==> src/rtl/button_event_pkg.sv <==
// Shared types and helpers for the button event classifier and its prescaler.
// State encodings are fixed so that waveform viewers and debug taps agree
// across builds, whether or not the double-click state is compiled in.
package button_event_pkg;

  typedef enum logic [1:0] {
    IDLE    = 2'd0,
    PRESSED = 2'd1,
    REPEAT  = 2'd2,
    WAIT2   = 2'd3
  } state_t;

  // Bits needed to hold any value in 0..max_val (never less than one bit).
  function automatic int cnt_width(input int max_val);
    int w;
    w = $clog2(max_val + 1);
    return (w < 1) ? 1 : w;
  endfunction

  // Largest of three thresholds, used to size the shared hold counter.
  function automatic int max3(input int a, input int b, input int c);
    int m;
    m = (a > b) ? a : b;
    return (m > c) ? m : c;
  endfunction

endpackage

==> src/rtl/tick_prescaler.sv <==
// Free-running divider: produces a one-cycle tick every DIV clocks.
// A clear restarts the count so the next tick lands exactly DIV cycles later.
// DIV must be >= 2.
module tick_prescaler
  import button_event_pkg::*;
#(
  parameter int DIV = 50000
) (
  input  logic clk,
  input  logic reset,
  input  logic clr,
  output logic tick
);

  localparam int              CNT_W = cnt_width(DIV - 1);
  localparam logic [CNT_W-1:0] LAST = CNT_W'(DIV - 1);

  logic [CNT_W-1:0] r_count;

  // Count 0..DIV-1 and wrap; clear has priority over the wrap.
  always_ff @(posedge clk) begin
    if (reset || clr) begin
      r_count <= '0;
    end else if (r_count == LAST) begin
      r_count <= '0;
    end else begin
      r_count <= r_count + 1'b1;
    end
  end

  assign tick = (r_count == LAST);

endmodule

==> src/rtl/button_event.sv <==
// Classifies a debounced button level into one-cycle event pulses:
// press, release, long-press, auto-repeat and, when the macro
// BUTTON_EVENT_DOUBLE_CLICK_EN is defined, double-click.
// All timing is counted in prescaled ticks of TICK_DIV clocks.
module button_event
  import button_event_pkg::*;
#(
  parameter int TICK_DIV     = 50000,
  parameter int LONG_TICKS   = 1000,
  parameter int REPEAT_TICKS = 200,
  parameter int DC_TICKS     = 300
) (
  input  logic clk,
  input  logic reset,
  input  logic db,
  output logic press_tick,
  output logic release_tick,
  output logic long_tick,
  output logic repeat_tick,
  output logic double_tick,
  output logic held
);

  localparam int                HOLD_W    = cnt_width(max3(LONG_TICKS, REPEAT_TICKS, DC_TICKS));
  localparam logic [HOLD_W-1:0] LONG_LAST = HOLD_W'(LONG_TICKS - 1);
  localparam logic [HOLD_W-1:0] REP_LAST  = HOLD_W'((REPEAT_TICKS > 0) ? REPEAT_TICKS - 1 : 0);
  localparam bit                REP_EN    = (REPEAT_TICKS > 0);
`ifdef BUTTON_EVENT_DOUBLE_CLICK_EN
  localparam logic [HOLD_W-1:0] DC_LAST   = HOLD_W'((DC_TICKS > 0) ? DC_TICKS - 1 : 0);
`endif

  state_t            r_state, w_state_next;
  logic [HOLD_W-1:0] r_hold, w_hold_next;
  logic              r_db_q;
  logic              w_rise, w_fall, w_tick;
  logic              w_press_next, w_release_next, w_long_next, w_repeat_next, w_double_next;
  logic              r_press, r_release, r_long, r_repeat, r_double, r_held;

  assign w_rise = db & ~r_db_q;
  assign w_fall = ~db & r_db_q;

  // Each rise restarts the tick phase so hold timing is measured from the press.
  tick_prescaler #(.DIV(TICK_DIV)) u_prescaler (
    .clk   (clk),
    .reset (reset),
    .clr   (w_rise),
    .tick  (w_tick)
  );

`ifdef BUTTON_EVENT_DOUBLE_CLICK_EN
  logic r_second, w_second_next;

  // Remembers that the current press is the second half of a double click,
  // so its release returns to IDLE instead of opening another window.
  always_ff @(posedge clk) begin
    if (reset) r_second <= 1'b0;
    else       r_second <= w_second_next;
  end
`endif

  // Next-state logic; a fall always beats a threshold tick in the same cycle.
  always_comb begin
    w_state_next   = r_state;
    w_hold_next    = r_hold;
    w_press_next   = 1'b0;
    w_release_next = 1'b0;
    w_long_next    = 1'b0;
    w_repeat_next  = 1'b0;
    w_double_next  = 1'b0;
`ifdef BUTTON_EVENT_DOUBLE_CLICK_EN
    w_second_next  = r_second;
`endif
    case (r_state)
      IDLE: begin
        if (w_rise) begin
          w_state_next = PRESSED;
          w_hold_next  = '0;
          w_press_next = 1'b1;
`ifdef BUTTON_EVENT_DOUBLE_CLICK_EN
          w_second_next = 1'b0;
`endif
        end
      end
      PRESSED: begin
        if (w_fall) begin
          w_release_next = 1'b1;
          w_hold_next    = '0;
`ifdef BUTTON_EVENT_DOUBLE_CLICK_EN
          w_state_next   = r_second ? IDLE : WAIT2;
          w_second_next  = 1'b0;
`else
          w_state_next   = IDLE;
`endif
        end else if (w_tick) begin
          if (r_hold == LONG_LAST) begin
            w_state_next = REPEAT;
            w_long_next  = 1'b1;
            w_hold_next  = '0;
          end else begin
            w_hold_next  = r_hold + 1'b1;
          end
        end
      end
      REPEAT: begin
        if (w_fall) begin
          w_state_next   = IDLE;
          w_release_next = 1'b1;
          w_hold_next    = '0;
`ifdef BUTTON_EVENT_DOUBLE_CLICK_EN
          w_second_next  = 1'b0;
`endif
        end else if (REP_EN && w_tick) begin
          if (r_hold == REP_LAST) begin
            w_repeat_next = 1'b1;
            w_hold_next   = '0;
          end else begin
            w_hold_next   = r_hold + 1'b1;
          end
        end
      end
`ifdef BUTTON_EVENT_DOUBLE_CLICK_EN
      WAIT2: begin
        if (w_rise) begin
          w_state_next  = PRESSED;
          w_hold_next   = '0;
          w_press_next  = 1'b1;
          w_double_next = 1'b1;
          w_second_next = 1'b1;
        end else if (w_tick) begin
          if (r_hold == DC_LAST) begin
            w_state_next = IDLE;
            w_hold_next  = '0;
          end else begin
            w_hold_next  = r_hold + 1'b1;
          end
        end
      end
`endif
      default: begin
        w_state_next = IDLE;
        w_hold_next  = '0;
      end
    endcase
  end

  // State, edge history and registered event outputs.
  always_ff @(posedge clk) begin
    if (reset) begin
      r_state   <= IDLE;
      r_hold    <= '0;
      r_db_q    <= 1'b0;
      r_press   <= 1'b0;
      r_release <= 1'b0;
      r_long    <= 1'b0;
      r_repeat  <= 1'b0;
      r_double  <= 1'b0;
      r_held    <= 1'b0;
    end else begin
      r_state   <= w_state_next;
      r_hold    <= w_hold_next;
      r_db_q    <= db;
      r_press   <= w_press_next;
      r_release <= w_release_next;
      r_long    <= w_long_next;
      r_repeat  <= w_repeat_next;
      r_double  <= w_double_next;
      r_held    <= (w_state_next == PRESSED) || (w_state_next == REPEAT);
    end
  end

  assign press_tick   = r_press;
  assign release_tick = r_release;
  assign long_tick    = r_long;
  assign repeat_tick  = r_repeat;
  assign double_tick  = r_double;
  assign held         = r_held;

endmodule
==> config.mk <==
export PLATFORM = sky130hd
export DESIGN_NAME = button_event
export DESIGN_NICKNAME = d
export VERILOG_FILES = /design/src/rtl/button_event_pkg.sv /design/src/rtl/tick_prescaler.sv /design/src/rtl/button_event.sv
export SDC_FILE = /design/constraint.sdc
export NUM_CORES = 1
export LEC_CHECK = 0
export BUFFER_PORTS_ARGS = -buffer_cell sky130_fd_sc_hd__buf_2
export CAP_MARGIN = 0
export CORE_UTILIZATION = 25
export CTS_BUF_LIST = sky130_fd_sc_hd__clkbuf_4 sky130_fd_sc_hd__clkbuf_8
export DETAILED_ROUTE_END_ITERATION = 16
export GPL_TIMING_DRIVEN = 1
export HOLD_SLACK_MARGIN = 0.02
export PLACE_DENSITY = 0.51
export SLEW_MARGIN = 20
export SYNTH_ARGS = -nofsm -noshare
export SYNTH_HDL_FRONTEND = slang
export SYNTH_SLANG_ARGS = --single-unit
==> constraint.sdc <==
create_clock -name clk -period 2.3 [get_ports clk]
set_input_delay 0.115 -clock clk [delete_from_list [all_inputs] [get_ports clk]]
set_output_delay 0.115 -clock clk [all_outputs]
set_load 0.02 [all_outputs]
==> results of run 1 <==
==> layout by cell type (no fill, tap or decap), types with 2 or more instances in the layout <==
cell,n
nor2b_1,9
o31ai_2,2
nand4b_1,2
dfxtp_2,2
o21ai_0,18
xor2_1,5
nand4_1,4
or3_1,7
dfxtp_1,32
a21oi_1,7
buf_4,15
clkbuf_8,8
nor2_1,25
nor4_1,3
ha_1,6
xnor2_1,5
nand3_1,9
or4_1,3
buf_2,7
nand2b_1,3
nand3b_1,3
nand2_1,17
nor3_1,10
inv_1,7
or4bb_1,2
and3_1,6
nor3b_1,2
==> power by group <==
group / switching [mW] / leakage (nW) / internal, mW
Combinational: 0.0683 / 0.423 / 0.0418
Sequential: 0.00551 / 0.276 / 0.597
Clock: 0.222 / 0.0575 / 0.303
Total: 0.296 / 0.757 / 0.941
==> sequential cells by signal (all words and copies together) (netlist names) <==
register             cells
held                     1
long_tick                1
press_tick               1
r_db_q                   1
r_hold                  10
r_state                  2
release_tick             1
repeat_tick              1
u_prescaler.r_count     16
==> area by class of cell <==
class                           count  area, um^2
Multi-Input combinational cell    165        1021
Fill cell                         720        4427
Inverter                            7       26.28
Timing Repair Buffer               23       167.7
Sequential cell                    34       683.2
Clock buffer                        8       110.1
Tap cell                           77       96.34
==> per-stage QoR <==
stage	power (mW)	setup slack, ns
6_report	1.237	0.07352
3_3_place_gp	0.7262	0.03661
2_1_floorplan	0.6863	-0.01403
5_1_grt	1.292	-0.01175
4_1_cts	1.257	0.03191
3_5_place_dp	0.7250	-0.05228
==> worst max-delay path by stage <==
stage / from / end / slack [ns]
5_1_grt: u_prescaler.r_count[13] / r_hold[5] / -0.01
3_3_place_gp: u_prescaler.r_count[13] / r_hold[6] / 0.04
3_5_place_dp: u_prescaler.r_count[13] / r_hold[7] / -0.05
4_1_cts: u_prescaler.r_count[13] / r_hold[6] / 0.03
6_report: u_prescaler.r_count[15] / r_hold[1] / 0.07
2_1_floorplan: u_prescaler.r_count[13] / r_hold[1] / -0.01
==> worst register-to-register path, stage by stage, from the launching register on <==
cell     delay, ns
dfxtp_2       0.33
or4bb_1       0.47
or4_4         0.53
a22o_1        0.20
or4_1         0.49
a21oi_1       0.14
==> what timing repair did <==
action                     CTS  global route
pin swaps                    0             2
gates resized for setup      4             3
setup endpoints to repair    4             5
cloned                       0             0
==> kinds of logic (layout without fill, tap and decap cells) <==
kind of cell               after synthesis  after routing  share of synthesized area, %
and+or+nand+nor                        108            108                         32.90
AOI/OAI and AO/OA                       40             40                         14.82
DFF                                     34             34                         39.33
buffers and inverters                   14             38                         3.326
xor gates and xnor gates                10             10                         5.061
adders and majority gates                6              6                         4.338
other                                    1              1                        0.2167
==> per-layer routing <==
metal / up-vias / global-route usage (%) / wire (um)
li1: 806 / - / -
met1: 707 / 15.17 / 1914
met2: 16 / 17.89 / 1689
met3: 5 / 2.918 / 103
met4: 0 / 4.622 / 47
met5: - / 0 / 0
==> key figures, run 1 <==
Drt
  – Antenna Violating Nets Remaining: 0
  – Vias per cell: 4.885
  – Final WL: between 3 and 4 mm
  – Number of DRC markers in iteration 0: 45
  – DR WL/cell: 11.96 um
  – DRT Pass-1 Iters: 4
  – Total number of vias: ~1500
  – DRC Markers: 0

Timing
  – RSZ-0062 raised after global routing: yes
  – Final setup viols: 0
  – Setup Total Neg Slack: 0 ns
  – Hold slack final: ~0.14 ns
  – Slew Viols, Final: 0
  – Tmin final: around 2.2 ns
  – Skew final: ~0.0089 ns
  – Highest clock rate: 449.1 MHz
  – Final Hold Viols: 0
  – Tcrit/Tclk final: 96.80%

Min path
  – Hold path depth: 2
  – Min-Delay Path Class: in2reg
  – Hold wc startpoint: db
  – Hold worst-path end: r_db_q

Layout
  – Post-route cell area: 0.002105 mm^2
  – Layout cell share with drive strength beyond 1: 16.88%
  – Area delta synth->final: 21.62%
  – Finished Layout Cells: 314
  – N_diodes: 0
  – Final #Nets: 245
  – Final Core Density: 32.22%

Place
  – GPL Wtd Cong: 0.7904
  – Port Buffers: 7
  – Placed insts: ~310
  – Post-DP Area: 0.001964 mm^2
  – Dpl hpwl: between 2 and 3 mm

Job
  – Max Cap Violations: 0

Floorplan
  – Core Rows: 29
  – Die Y: around 85 um
  – Core Area: roughly 0.0065 mm^2
  – Die ar.: 0.007258 mm^2
  – I/O pin total: 9
  – Die X: 85.20 um
  – Starting Density: 26.49%

CTS
  – H-tree depth: 2
  – CTS Sinks: 34
  – Post-CTS Setup Repair Bufs: 0
  – CTS tree: done
  – Post-CTS Hold Buffers: 0
  – Clock transition at path regs: 0.08 ns
  – Root buf cell: clkbuf_8
  – Skew-Pair Late Insertion Delay: 0.29 ns
  – CTS Buf Count: 5
  – Deepest clock path buffer count: 2

Synth
  – Cell taking the most area after synthesis: dfxtp_1
  – Post-synth EDFFs: 0
  – Post-synth top area share: around two fifths
  – Sequential share of the synthesized area: 39.33%
  – Primary FF master, synth: dfxtp_1
  – Cell count after synthesis: 213
  – Count leader, synth: dfxtp_1
  – Largest cells by area after synthesis: dfxtp_1, nor2_1, o21ai_0, ha_1, nand2_1
  – Synth unique cells: 39
  – Post-synth top cells: dfxtp_1, nor2_1, o21ai_0
  – Yosys warns: 0
  – Mean Syn Cell Area: 8.124 um^2
  – Synth Cell Area: approximately 0.0017 mm^2
  – Seq cells post-synth: 34
  – Post-Syn Nets: 222
  – FFs w/ async S/R, synth: 0%

Setup path
  – Setup Crit Path Kind: reg2reg
  – Largest stage delay on the critical path: 0.53 ns
  – Startpoint types: register
  – WP depth: 5
  – Crit path cell chain: or4bb_1, or4_4, a22o_1, or4_1, a21oi_1
  – Crit path max-delay family: simple AND/OR/NAND/NOR gates
  – Worst path slowest cell: or4_4
  – Maximum fanout along the worst path: 3
  – R2r endpoint: r_hold[1]
  – FF-to-FF setup slack: ~0.074 ns
  – WP buf/inv: 0
  – R2R Path Start: u_prescaler.r_count[15]
  – CP endpoint kind: register
  – Worst Path Required: 2.52 ns
  – Arrival time at the worst endpoint: 2.45 ns
  – R2R cell count: 5

Power
  – Pwr/cell area: 588.0 mW/mm^2
  – Leakage: 0.7571 nW
  – Peak supply drop: 220.6 uV

Global routing
  – Initial antenna violation count: 0
  – GRT Total Usage: 11.49%
  – Gr ovfl total: 0
  – Vias in the first global route: 1449
  – Global-route wire length before repair: 6.651 mm
  – Largest net degree at the start of global routing: 19

Status
  – Status: complete, no violations
Note: power is estimated with default switching activity, not from simulation.
==> run 2, diff against run 1 <==
Settings changed: CTS_CLUSTER_SIZE from default to 10, RECOVER_POWER from default to 100, SYNTH_HIERARCHICAL from default to 1.
==> run 2 against run 1 <==
Sequential power is essentially flat. Worst setup slack better by 0.022 ns. Highest routed layer unchanged. Largest cell class unchanged. Cell count up 0.32%.
==> key figures, run 2 <==
Synth
  – Yosys warns: 6 (+6)
  – Post-synth top cells: dfxtp_1, nor2_1, nand2_1
  – Synth Cell Area: 0.001768 mm^2 (+2.2%)
  – Post-Syn Nets: 208 (-6.3%)
  – Primary FF master, synth: dfxtp_1
  – Largest cells by area after synthesis: dfxtp_1, xnor2_1, nor2_1, ha_1, nand2_1
  – Cell count after synthesis: 199 (-6.6%)
  – Mean Syn Cell Area: 8.884 um^2 (+9.4%)
  – Count leader, synth: dfxtp_1
  – Cell taking the most area after synthesis: dfxtp_1
  – Synth unique cells: 50 (+28%)
  – Sequential share of the synthesized area: 38.50% (-0.84 points)
  – Seq cells post-synth: 34 (unchanged)
  – Post-synth EDFFs: 0 (unchanged)
  – FFs w/ async S/R, synth: 0% (unchanged)
  – Post-synth top area share: 38.50% (-0.84 points)

Power
  – Peak supply drop: 395.1 uV (+79%)
  – Tot Pwr: 1.259 mW (+1.7%)
  – Leakage: 0.7409 nW (-2.1%)
  – Pwr/cell area: 603.9 mW/mm^2 (+2.7%)

Setup path
  – Setup Crit Path Kind: reg2reg
  – FF-to-FF setup slack: 0.1 ns (+0.02 ns)
  – Maximum fanout along the worst path: 4 (+1)
  – Worst Path Required: 2.47 ns (-0.05 ns)
  – R2r endpoint: held
  – R2R cell count: 6 (+1)
  – CP endpoint kind: register
  – Startpoint types: register
  – Arrival time at the worst endpoint: 2.38 ns (-0.07 ns)
  – R2R Path Start: u_prescaler/r_count[11]

Floorplan
  – Die Y: 86.10 um (+1.1%)
  – I/O pin total: 9 (unchanged)
  – Starting Density: 26.02% (-0.47 points)
  – Die ar.: 0.007412 mm^2 (+2.1%)
  – Core Rows: 30 (+3.4%)
  – Core Area: 0.006794 mm^2 (+4.0%)
  – Die X: 86.10 um (+1.1%)

Layout
  – Regs by FF count: u_prescaler/r_count (16), r_hold (10), r_state (2)
  – Most common cell after layout, fill and taps aside: dfxtp_1
  – # fillers: 740 (+2.8%)
  – N_diodes: 0 (unchanged)
  – Reg with most FFs: u_prescaler/r_count
  – Final #Nets: 227 (-7.3%)
  – Layout cell share with drive strength beyond 1: 16.89% (+0.017 points)
  – Area delta synth->final: 17.91%
  – Most frequent cells in the layout: dfxtp_1, nor2_1, nand2_1
  – Largest register FFs: 16 (unchanged)
  – Sequential cell area: 684.4 um^2 (+0.18%)
  – Multi-input logic area: 0.001017 mm^2 (-0.37%)

CTS
  – CTS Buf Count: 5 (unchanged)
  – Clock transition at path regs: 0.08 ns (about the same)
  – CTS tree: done
  – Deepest clock path buffer count: 2 (unchanged)
  – CTS Sinks: 34 (unchanged)
  – H-tree depth: 2 (unchanged)
  – Skew-Pair Late Insertion Delay: 0.28 ns (about the same)
  – Root buf cell: clkbuf_8

Job
  – Max Cap Violations: 0 (unchanged)

Global routing
  – Initial antenna violation count: 0 (unchanged)
  – Met3 Track Usage GR: 2.984% (+0.065 points)
  – Vias in the first global route: 1380 (-4.8%)
  – Met2 Resource Use GR: 16.16% (-1.7 points)
  – Gr ovfl total: 0 (unchanged)
  – Global route hottest layer: met2
  – GRT Total Usage: 10.99% (-0.50 points)
  – Met1 usage: 15.06% (-0.11 points)
  – Global-route wire length before repair: 6.465 mm (-2.8%)
  – Largest net degree at the start of global routing: 18 (-1)

Timing
  – PnR worst setup slack: 0.09502 ns (+0.02150 ns)
  – Hold slack final: 0.1220 ns (-0.02103 ns)
  – Final Hold Viols: 0 (unchanged)
  – Skew final: 0.006227 ns (-0.002654 ns)
  – RSZ-0062 raised after global routing: yes
  – Final setup viols: 0 (unchanged)
  – Slew Viols, Final: 0 (unchanged)
  – Setup Total Neg Slack: 0 ns (unchanged)
  – Tmin final: 2.205 ns (-0.02150 ns)
  – Tcrit/Tclk final: 95.87% (-0.93 points)
  – Highest clock rate: 453.5 MHz (+0.97%)

Drt
  – Total number of vias: 1435 (-6.5%)
  – Antenna Violating Nets Remaining: 0 (unchanged)
  – DRT Pass-1 Iters: 4 (unchanged)
  – DRC Markers: 0 (unchanged)
  – Final WL: 3.611 mm (-3.8%)
  – Number of DRC markers in iteration 0: 48 (+6.7%)
  – Vias per cell: 4.556 (-6.8%)
  – DR WL/cell: 11.46 um (-4.1%)

Min path
  – Hold path depth: 2 (unchanged)
  – Hold worst-path end: r_db_q
  – Min-Delay Path Class: in2reg
  – Hold wc startpoint: db

Status
  – Status: complete, no violations

Place
  – GPL Wtd Cong: 0.7667 (-3.0%)
  – Dpl hpwl: 2.546 mm (-3.8%)
  – Post-Place Setup Slack: 0.004051 ns (+0.05633 ns)
  – Port Buffers: 7 (unchanged)
==> run 2: cell count changes in the layout (fill, tap and decap cells not counted), sizes merged, moves of 3 or more <==
cell   change
nand2      -3
a22o       +4
inv        +3
nor3       -3
nor4       +5
or4        -3
or3        -5
buf       -10
nor2b      -5
xnor2      +8
o21ai     -15
==> run 2: worst max path at each step <==
stage	endpoint	depth (start not counted)	start	slack (ns)
floorplan	r_hold[4]	6	u_prescaler/r_count[10]	0.006
global placement	r_hold[4]	6	u_prescaler/r_count[10]	0.04
detailed placement	r_hold[4]	6	u_prescaler/r_count[10]	0.004
CTS	r_hold[4]	6	u_prescaler/r_count[10]	0.005
global route	r_hold[8]	6	u_prescaler/r_count[11]	-0.03
finish	held	6	u_prescaler/r_count[11]	0.1
==> run 2: where the power goes <==
part	switching [mW]	internal, mW
logic	0.0704	0.0394
clock network	0.225	0.322
registers	0.00597	0.596
total	0.301	0.958
==> run 2: kinds of logic (layout without fill, tap and decap cells) <==
group                    Yosys count  in the layout  synth area share (%)
XOR/XNOR                          16             16                 7.927
other                              1              1                0.2121
buffers and inverters             16             36                 5.591
adder cells (fa/ha/maj)            6              6                 4.246
flip-flops                        34             34                 38.50
multiplexers                       1              1                0.6369
AO/OA/AOI/OAI                     28             28                 11.75
AND/OR/NAND/NOR                   97             97                 31.14
==> run 2: routing by layer <==
layer | up-vias | wire length [um]
met2 | 24 | 1551
met1 | 659 | 1876
li1 | 746 | -
met3 | 6 | 113
met4 | 0 | 70
met5 | - | 0
==> run 2: worst max-delay path, stage by stage, from the launching register on <==
cell     delay [ns]
dfxtp_4        0.36
or4bb_4        0.57
nor4_4         0.35
buf_4          0.18
nand4_1        0.14
a21o_1         0.23
mux2_2         0.27
==> run 2: timing repair <==
item,in CTS,in global routing
endpoints found under the hold margin,0,0
buffers inserted,0,2
hold buffers,0,0
gates resized for setup,1,6
setup endpoints to repair,2,6
gates cloned,0,0
pin swaps,0,5
==> run 2: area by class of cell <==
type | instances | area share (%)
multi-input combinational | 149 | 48.80
sequential | 34 | 32.83
tap | 96 | 5.762
timing repair buffer | 18 | 5.342
clock buffer | 5 | 3.301
clock inverter | 3 | 2.161
inverter | 10 | 1.801
==> run 2: through the flow <==
stage / cell area [um^2] / utilization [%] / instances
final: 2085 / 30.68 / 315
after floorplan: 1768 / - / 199
after global placement: 1929 / 28.40 / 305
after global routing: 2085 / 30.68 / 315
after detailed placement: 1929 / 28.40 / 305
after CTS: 2052 / 30.20 / 313
